**src/rtl/alu_exec_stage_pkg.sv**
```systemverilog
// Package alu_pkg: shared constants for the ALU execute stage.
//   - ALU_* : 3-bit ALU control codes from the ALU control unit.
//   - ALU_DEFAULT_WIDTH / ALU_DEFAULT_RAW : default operand and
//     register-address widths used by alu_exec_stage and alu_core.
//   - alu_payload_t : buffer entry layout at the default widths.
package alu_pkg;

    localparam logic [2:0] ALU_ADD = 3'b000;
    localparam logic [2:0] ALU_SUB = 3'b001;
    localparam logic [2:0] ALU_AND = 3'b010;
    localparam logic [2:0] ALU_OR  = 3'b011;
    localparam logic [2:0] ALU_SLT = 3'b100;

    localparam int ALU_DEFAULT_WIDTH = 32;
    localparam int ALU_DEFAULT_RAW   = 5;

    // Buffer entry: computed results only, never operands.
    typedef struct packed {
        logic [ALU_DEFAULT_WIDTH-1:0] result;
        logic                         zero;
        logic                         illegal;
        logic [ALU_DEFAULT_RAW-1:0]   rd_addr;
        logic                         reg_write;
    } alu_payload_t;

endpackage

```
**src/rtl/alu_exec_stage_core.sv**
```systemverilog
// Module alu_core: purely combinational ALU datapath.
// Ports:
//   ctrl    in   3      ALU control code (see alu_pkg)
//   a, b    in   WIDTH  operands
//   result  out  WIDTH  ALU result (0 for illegal codes)
//   zero    out  1      result == 0
//   illegal out  1      ctrl is 101/110/111
module alu_core
    import alu_pkg::*;
#(
    parameter int WIDTH = ALU_DEFAULT_WIDTH
) (
    input  logic [2:0]       ctrl,
    input  logic [WIDTH-1:0] a,
    input  logic [WIDTH-1:0] b,
    output logic [WIDTH-1:0] result,
    output logic             zero,
    output logic             illegal
);

    always_comb begin
        result  = '0;
        illegal = 1'b0;
        case (ctrl)
            ALU_ADD: result = a + b;
            ALU_SUB: result = a - b;
            ALU_AND: result = a & b;
            ALU_OR:  result = a | b;
            ALU_SLT: result = {{(WIDTH-1){1'b0}}, ($signed(a) < $signed(b))};
            default: illegal = 1'b1;
        endcase
    end

    // Illegal codes leave result at 0, so zero naturally reads 1.
    assign zero = (result == '0);

endmodule

```
**src/rtl/alu_exec_stage.sv**
```systemverilog
// Module alu_exec_stage: registered ALU execute stage with valid/ready
// handshakes and a two-entry elastic buffer (main + skid).
// Ports:
//   clk, reset                 clock, synchronous active-high reset
//   in_valid / in_ready        upstream handshake (in_ready registered)
//   alu_ctrl, src_a, src_b     op code and operands
//   rd_addr, reg_write         passed through with the op
//   out_valid / out_ready      downstream handshake
//   result, zero, illegal      computed outputs (from main entry)
//   out_rd_addr, out_reg_write passed-through fields (reg_write masked
//                              when the op was illegal)
module alu_exec_stage
    import alu_pkg::*;
#(
    parameter int WIDTH = ALU_DEFAULT_WIDTH,
    parameter int RAW   = ALU_DEFAULT_RAW
) (
    input  logic             clk,
    input  logic             reset,
    input  logic             in_valid,
    output logic             in_ready,
    input  logic [2:0]       alu_ctrl,
    input  logic [WIDTH-1:0] src_a,
    input  logic [WIDTH-1:0] src_b,
    input  logic [RAW-1:0]   rd_addr,
    input  logic             reg_write,
    output logic             out_valid,
    input  logic             out_ready,
    output logic [WIDTH-1:0] result,
    output logic             zero,
    output logic             illegal,
    output logic [RAW-1:0]   out_rd_addr,
    output logic             out_reg_write
);

    // Local entry type so non-default WIDTH/RAW overrides stay consistent.
    typedef struct packed {
        logic [WIDTH-1:0] result;
        logic             zero;
        logic             illegal;
        logic [RAW-1:0]   rd_addr;
        logic             reg_write;
    } payload_t;

    logic [WIDTH-1:0] core_result;
    logic             core_zero;
    logic             core_illegal;

    alu_core #(.WIDTH(WIDTH)) u_core (
        .ctrl    (alu_ctrl),
        .a       (src_a),
        .b       (src_b),
        .result  (core_result),
        .zero    (core_zero),
        .illegal (core_illegal)
    );

    payload_t main_reg, main_next;
    payload_t skid_reg, skid_next;
    logic     main_valid_reg, main_valid_next;
    logic     skid_valid_reg, skid_valid_next;
    logic     in_ready_reg;
    payload_t new_entry;
    logic     accept;
    logic     drain;

    always_comb begin
        new_entry.result    = core_result;
        new_entry.zero      = core_zero;
        new_entry.illegal   = core_illegal;
        new_entry.rd_addr   = rd_addr;
        new_entry.reg_write = reg_write & ~core_illegal;
    end

    assign accept = in_valid && in_ready_reg;
    assign drain  = main_valid_reg && out_ready;

    // in_ready_reg is low whenever skid holds an op, so an accept never
    // coincides with a full skid.
    always_comb begin
        main_next       = main_reg;
        skid_next       = skid_reg;
        main_valid_next = main_valid_reg;
        skid_valid_next = skid_valid_reg;
        if (drain) begin
            if (skid_valid_reg) begin
                main_next       = skid_reg;
                skid_valid_next = 1'b0;
            end else if (accept) begin
                main_next = new_entry;
            end else begin
                main_valid_next = 1'b0;
            end
        end else if (accept) begin
            if (main_valid_reg) begin
                skid_next       = new_entry;
                skid_valid_next = 1'b1;
            end else begin
                main_next       = new_entry;
                main_valid_next = 1'b1;
            end
        end
    end

    always_ff @(posedge clk) begin
        if (reset) begin
            main_reg       <= '0;
            skid_reg       <= '0;
            main_valid_reg <= 1'b0;
            skid_valid_reg <= 1'b0;
            in_ready_reg   <= 1'b1;
        end else begin
            main_reg       <= main_next;
            skid_reg       <= skid_next;
            main_valid_reg <= main_valid_next;
            skid_valid_reg <= skid_valid_next;
            in_ready_reg   <= !skid_valid_next;
        end
    end

    assign in_ready      = in_ready_reg;
    assign out_valid     = main_valid_reg;
    assign result        = main_reg.result;
    assign zero          = main_reg.zero;
    assign illegal       = main_reg.illegal;
    assign out_rd_addr   = main_reg.rd_addr;
    assign out_reg_write = main_reg.reg_write;

endmodule

```
**config.mk**
```make
export PLATFORM = sky130hd
export DESIGN_NAME = alu_exec_stage
export DESIGN_NICKNAME = d
export VERILOG_FILES = /design/src/rtl/alu_exec_stage_pkg.sv /design/src/rtl/alu_exec_stage_core.sv /design/src/rtl/alu_exec_stage.sv
export SDC_FILE = /design/constraint.sdc
export NUM_CORES = 1
export LEC_CHECK = 0
export BUFFER_PORTS_ARGS = -buffer_cell sky130_fd_sc_hd__buf_4
export CORE_MARGIN = 4
export CORE_UTILIZATION = 40
export DETAILED_ROUTE_END_ITERATION = 8
export SYNTH_ARGS = -nofsm -noshare
export SYNTH_HDL_FRONTEND = slang
export SYNTH_SLANG_ARGS = --single-unit
```
**constraint.sdc**
```tcl
create_clock -name clk -period 4.1 [get_ports clk]
set_input_delay 0.615 -clock clk [delete_from_list [all_inputs] [get_ports clk]]
set_output_delay 0.615 -clock clk [all_outputs]
set_load 0.02 [all_outputs]
```
==> results of run 1 <==
## worst min-delay path by stage
| stage | to | cells past startpoint |
|---|---|---|
| finish | skid_reg[37]$_SDFFE_PP0P_ | 2 |
| global placement | skid_reg[18]$_SDFFE_PP0P_ | 2 |
| CTS | skid_reg[0]$_SDFFE_PP0P_ | 2 |
| global route | skid_reg[10]$_SDFFE_PP0P_ | 2 |
| detailed placement | skid_reg[1]$_SDFFE_PP0P_ | 2 |
| floorplan | skid_reg[0]$_SDFFE_PP0P_ | 2 |
## per-layer routing
layer | global-route usage | share of wire
met1 | 0.3453 | 0.46
met2 | 0.3978 | 0.46
met3 | 0.01908 | 0.058
met4 | 0.06322 | 0.021
met5 | 0 | 0
## kinds of logic after synthesis
family                     count (synthesis)
AOI/OAI and AO/OA                        405
xor gates and xnor gates                  26
adders and majority gates                107
buffers and inverters                    175
DFF                                       83
muxes                                     10
and+or+nand+nor                          455
## area by class of cell
type / instances / area, um^2 / share of cell area
Clock buffer: 13 / 250.2 / 0.02295
Inverter: 88 / 330.3 / 0.03030
Multi-Input combinational cell: 1003 / 6526 / 0.5986
Sequential cell: 83 / 1662 / 0.1524
Tap cell: 280 / 350.3 / 0.03213
Timing Repair Buffer: 236 / 1784 / 0.1636
## cell usage in the layout, fill, tap and decap left out, types with 11 or more instances in the layout
master and instances:
a21oi_1 132, xnor2_1 21, nor2_1 179, o21ai_0 46, o31ai_1 12, nor3_1 32
nand2b_1 11, inv_1 86, a311oi_1 12, a211oi_1 67, o211ai_1 16, a31oi_1 12
o21a_1 12, nor2b_1 11, dfxtp_1 83, nand4_1 15, ha_1 105, a21o_1 13
nand3_1 18, nand2_1 116, buf_4 235
## worst max-delay path, cell delays in order
cell and delay, ns:
buf_4 0.11, inv_1 0.07, ha_1 0.32, o21ba_2 0.22, or4_1 0.53, a211oi_1 0.43, nor2_1 0.10, o211ai_1 0.22
xnor2_1 0.09, a211oi_1 0.45, buf_4 0.21, nand4b_1 0.14, nor4b_2 0.28, nand4_1 0.17, o32ai_2 0.27
## where the power goes
group,switching [mW],leakage (nW),total (mW),internal [mW]
combinational,0.754,4.05,1.28,0.530
clock,0.281,0.122,0.698,0.417
sequential,0.0270,0.677,0.880,0.853
## through the flow
| step | power (mW) | instance area [um^2] | TNS [ns] |
|---|---|---|---|
| floorplan | 1.654 | 8846 | 0 |
| global route | 3.044 | 10900 | 0 |
| global placement | 2.160 | 10650 | -0.1222 |
| finish | 2.861 | 10900 | 0 |
| CTS | 2.874 | 10900 | 0 |
| detailed placement | 2.164 | 10650 | -0.2123 |
==> summary.md, run 1 <==
| Metric | Value |
|---|---|
| Status | finished, final reports clean |
| CTS Hold Bufs | 0 |
| Synth area leader | dfxtp_1 |
| CTS root buf | clkbuf_16 |
| I/O pin total | ~120 |
| Buffers on Ports | 118 |
| Fillcell total | between 2000 and 2500 |
| Final Wtd Congestion | about 0.97 |
| Routed WL | approximately 30 mm |
| Post-CTS Setup Bufs | 0 |
| Synth Warn # | 0 |
| Syn avg cell area | 7.015 um^2 |
| HPWL Detailed | around 24 mm |
| Cells after Synth | around 1300 |
| Final Non-Filler Cells | 1703 |
| Final Critical Period | 3.980 ns |
| Mapped cell area | slightly below 0.009 mm^2 |
| Worst Max-Slew Pin Slew | roughly 0.99 ns |
| Largest family of logic cells by synthesized area | compound AO/OA/AOI/OAI gates |
| DR vias | 9728 |
| Hold Startpoint | skid_reg[37]$_SDFFE_PP0P_ |
| Dpl cells | ~1700 |
| Synth Area in Compound Gates | 0.3072 |
| Mux cell area share after synthesis | 0.01132 |
| Nature of the critical path endpoint | flip-flop |
| Max VDD drop | between 0.2 and 0.25 mV |
| Headroom to the max-slew limit | 0.3383 |
| Area Overhead vs Synth | 23.25% |
| Core Footprint | 0.02176 mm^2 |
| Worst EP required | between 4 and 5 ns |
| Initial drt markers | around 740 |
| Syn_nets | about 1400 |
| Maximum capacitance violations | 0 |
| Ant diodes | 0 |
| Ratio of cells with drive above 1 in the final layout | 0.1982 |
| H-tree depth | 3 |
| Synth cell types | 83 |
| Final nets | between 1500 and 2000 |
| Reg2Reg Setup Slack | 1.86 ns |
| Clock Path Buffers | 2 |
| Row cnt | 54 |
| Most frequent cells after synthesis | nor2_1, a21oi_1, nand2_1 |
| Die Y | ~160 um |
| Count of final setup violators | 0 |
| Pwr dens | roughly 260 mW/mm^2 |
| Count leader, synth | nor2_1 |
| Die area | approximately 0.025 mm^2 |
| Worst min-delay path class | flip-flop to flip-flop |
| Synth Flop Type | dfxtp_1 |
| Initial antenna violation count | 0 |
| Hold slack | about 0.46 ns |
| Worst EP arrival | about 4.2 ns |
| Die width | approximately 160 um |
| Path depth of the worst reg2reg path | 5 |
| Worst Setup EP | zero$_SDFFE_PP0P_ |
| Leak | between 4 and 5 nW |
| Worst slack, placed | -0.1192 ns |
| RSZ-0062 raised after global routing | no |
| Largest register FFs | 40 |
| Via-per-instance ratio | 5.712 |
| Reg clk slew, reported paths | roughly 0.05 ns |
| Post-CTS Resized | 0 |
| Worst R2R Start | out_valid$_SDFFE_PP0P_ |
| Simple-Gate Fraction of Synth Area | 0.2385 |
| DR pass1 iterations | 6 |
| Sequential share of the synthesized area | 0.1878 |
| Largest net degree at the start of global routing | between 80 and 90 |
| Period utilization | 0.9708 |
| Util after Layout | 0.5012 |
| Post-synth ARST share | 0 |
| Starting Density | 0.4066 |
| CTS Sinks | between 80 and 90 |
| Reg-to-reg endpoint | result[19]$_SDFFE_PP0P_ |
| CP Launch Type | input pin |
| Adder-Cell Fraction of Synth Area | 0.1530 |
| Endpoints failing hold | 0 |
| Worst Setup Slack, final | 0.1198 ns |
| Layout Skew | a little over 0.003 ns |
| Congestion Overflow GR | 0 |
| Final count of pins violating max slew | 0 |
| Worst setup path startpoint | src_a[1] |
| Ranking of synthesized cells by area | dfxtp_1, ha_1, nor2_1, a21oi_1, a211oi_1 |
| Synth Register Bits | just over 80 |
| Synth Area in XOR/XNOR | 0.02574 |
| Vias in the first global route | between 8000 and 9000 |
| All-layer global routing usage | 0.2430 |
| Clock buffer count from CTS | 9 |
| F_max | ~250 MHz |
| Critical path class | input pin to flip-flop |
| TritonCTS clock tree | done |
| DRC Markers | 0 |
| Worst-path maximum fanout | 4 |
| Final ANT Viol Nets | 0 |
| First-pass GRT wire length | 48.49 mm |
| Skew-Pair Late Insertion Delay | about 0.33 ns |
| Wire per inst | 17.82 um |
| Yosys top cell area share | 0.1878 |
| Post-synth EDFFs | 0 |
No activity file was read; power rests on OpenSTA's default activity.
==> run 2, diff against run 1 <==
--- a/config.mk
+++ b/config.mk
@@ -8,7 +8,9 @@
 export BUFFER_PORTS_ARGS = -buffer_cell sky130_fd_sc_hd__buf_4
 export CORE_MARGIN = 4
 export CORE_UTILIZATION = 40
+export CTS_BUF_LIST = sky130_fd_sc_hd__clkbuf_16
 export DETAILED_ROUTE_END_ITERATION = 8
+export RECOVER_POWER = 100
 export SYNTH_ARGS = -nofsm -noshare
 export SYNTH_HDL_FRONTEND = slang
 export SYNTH_SLANG_ARGS = --single-unit
==> summary.md, run 2 (same netlist as run 1, synthesis figures left out) <==
| Metric | Value |
|---|---|
| Worst R2R Start | out_valid$_SDFFE_PP0P_ |
| Starting Density | 0.4066 |
| Crit path buf inv count | 3 |
| WHS Path Cells | 2 |
| Final instance area | around 0.011 mm^2 |
| Slowest CP cell | or4_1 |
| Reg2Reg Setup Slack | ~1.3 ns |
| Util after Layout | 0.4882 |
| All-layer global routing usage | 0.2432 |
| Fillcell total | roughly 2300 |
| Crit path depth | 15 |
| Row cnt | 54 |
| Buffers on Ports | roughly 120 |
| Register area | approximately 0.0017 mm^2 |
| CTS Hold Bufs | 0 |
| DRC Markers | 0 |
| HPWL Detailed | 24.38 mm |
| Via-per-instance ratio | ~5.7 |
| Headroom to the max-slew limit | -0.04615 |
| Worst EP required | between 4 and 5 ns |
| Reg-to-reg endpoint | result[19]$_SDFFE_PP0P_ |
| DR vias | between 9000 and 10000 |
| Nature of the critical path endpoint | flip-flop |
| Critical path cell sequence | buf_4, inv_1, ha_1, o21ba_2, or4_1, a211oi_1, nor2_1, o211ai_1, xnor2_1, a211oi_1, buf_4, nand4b_1, nor4b_2, nand4_1, o32ai_2 |
| Crit path max-delay family | compound AO/OA/AOI/OAI gates |
| Final Critical Period | roughly 4.0 ns |
| Final Wtd Congestion | around 0.97 |
| Worst EP arrival | ~4.2 ns |
| Final nets | roughly 1600 |
| Layout Skew | 0.007300 ns |
| RSZ-0062 raised after global routing | no |
| Congestion Overflow GR | 0 |
| DR pass1 iterations | 6 |
| Max incr delay on CP | roughly 0.51 ns |
| Ratio of cells with drive above 1 in the final layout | 0.1483 |
| Initial drt markers | 760 |
| Area Overhead vs Synth | 20.06% |
| I/O pin total | 119 |
| Pwr dens | approximately 260 mW/mm^2 |
| Hold Startpoint | skid_reg[1]$_SDFFE_PP0P_ |
| Worst min-delay path class | flip-flop to flip-flop |
| Ant diodes | 0 |
| Reg clk slew, reported paths | 0.05 ns |
| Final count of pins violating max slew | 42 |
| TritonCTS clock tree | done |
| CTS root buf | clkbuf_16 |
| Final ANT Viol Nets | 0 |
| Final Non-Filler Cells | ~1700 |
| H-tree depth | 3 |
| Count of final setup violators | 0 |
| F_max | 251.7 MHz |
| Hold Path End | skid_reg[1]$_SDFFE_PP0P_ |
| Leak | around 4.6 nW |
| Die Y | roughly 160 um |
| Initial antenna violation count | 0 |
| Post-CTS Resized | 0 |
| Area of the multi-input gates | 0.006482 mm^2 |
| Post-CTS Setup Bufs | 0 |
| Routed WL | roughly 30 mm |
| Failing checks | max-capacitance violations, max-slew violations |
| Vias in the first global route | between 8000 and 9000 |
| Setup_tns | 0 ns |
| Max VDD drop | between 0.2 and 0.25 mV |
| Skew-Pair Late Insertion Delay | approximately 0.33 ns |
| Die area | around 0.025 mm^2 |
| CP Launch Type | input pin |
| Worst Max-Slew Pin Slew | about 1.6 ns |
| Period utilization | 0.9689 |
| Largest register FFs | 40 |
| Maximum capacitance violations | 1 |
| Status | finished, violations left |
| CTS Sinks | 83 |
| Commonest non-fill, non-tap cell in the layout | nor2_1 |
| Critical path class | input pin to flip-flop |
| Commonest non-fill, non-tap cells in the layout | nor2_1, buf_4, a21oi_1 |
| First-pass GRT wire length | approximately 48 mm |
| Wire per inst | about 18 um |
| Clock Path Buffers | 2 |
| Dpl cells | 1690 |
| Endpoints failing hold | 0 |
| Placed cell areas | between 0.01 and 0.015 mm^2 |
| Clock buffer count from CTS | 9 |
| Largest net degree at the start of global routing | 84 |
| Die width | roughly 160 um |
| Path depth of the worst reg2reg path | 5 |
| Core Footprint | ~0.022 mm^2 |
| Worst-path maximum fanout | 4 |
run 2: routing by layer:
metal | global-route usage | routed length [um] | vias up
li1 | - | - | 4810
met1 | 0.3451 | 14070 | 4499
met2 | 0.3976 | 14070 | 320
met3 | 0.02157 | 1742 | 37
met4 | 0.06198 | 572 | 0
met5 | 0 | 0 | -
run 2: power breakdown:
group | switching [mW] | leakage (nW) | internal, mW | total, mW
sequential | 0.0260 | 0.677 | 0.853 | 0.879
clock | 0.279 | 0.128 | 0.390 | 0.670
combinational | 0.749 | 3.80 | 0.487 | 1.24
run 2: stage by stage:
stage	setup slack (ns)	hold WS, ns	power (mW)
4_1_cts	0.2209	0.4564	2.849
6_report	0.1274	0.4546	2.784
2_1_floorplan	0.4014	0.4366	1.654
3_5_place_dp	-0.1192	0.4472	2.164
5_1_grt	0.01541	0.4738	2.971
3_3_place_gp	-0.07236	0.4416	2.160
run 2: area by class of cell:
class / instances / share of cell area
Inverter: 88 / 0.03110
Multi-Input combinational cell: 1003 / 0.6104
Tap cell: 280 / 0.03299
Clock inverter: 4 / 0.001414
Timing Repair Buffer: 236 / 0.1464
Clock buffer: 9 / 0.02121
Sequential cell: 83 / 0.1565
run 2: worst reg2reg max path: stages (launching register included):
cell,delay (ns)
dfxtp_1,0.49
nand3_1,1.13
buf_4,0.61
a211oi_1,0.33
a21oi_1,0.07
nor2_1,0.09
run 2: how the worst max path moves through the flow:
stage                         start                  endpoint  slack (ns)
after detailed placement   src_a[1]         zero$_SDFFE_PP0P_       -0.12
after global placement     src_a[1]         zero$_SDFFE_PP0P_       -0.07
final                      src_a[1]         zero$_SDFFE_PP0P_        0.13
after floorplan            src_a[7]         zero$_SDFFE_PP0P_        0.40
after CTS                  src_a[1]         zero$_SDFFE_PP0P_        0.22
after global routing      src_a[11]  skid_reg[7]$_SDFFE_PP0P_        0.02
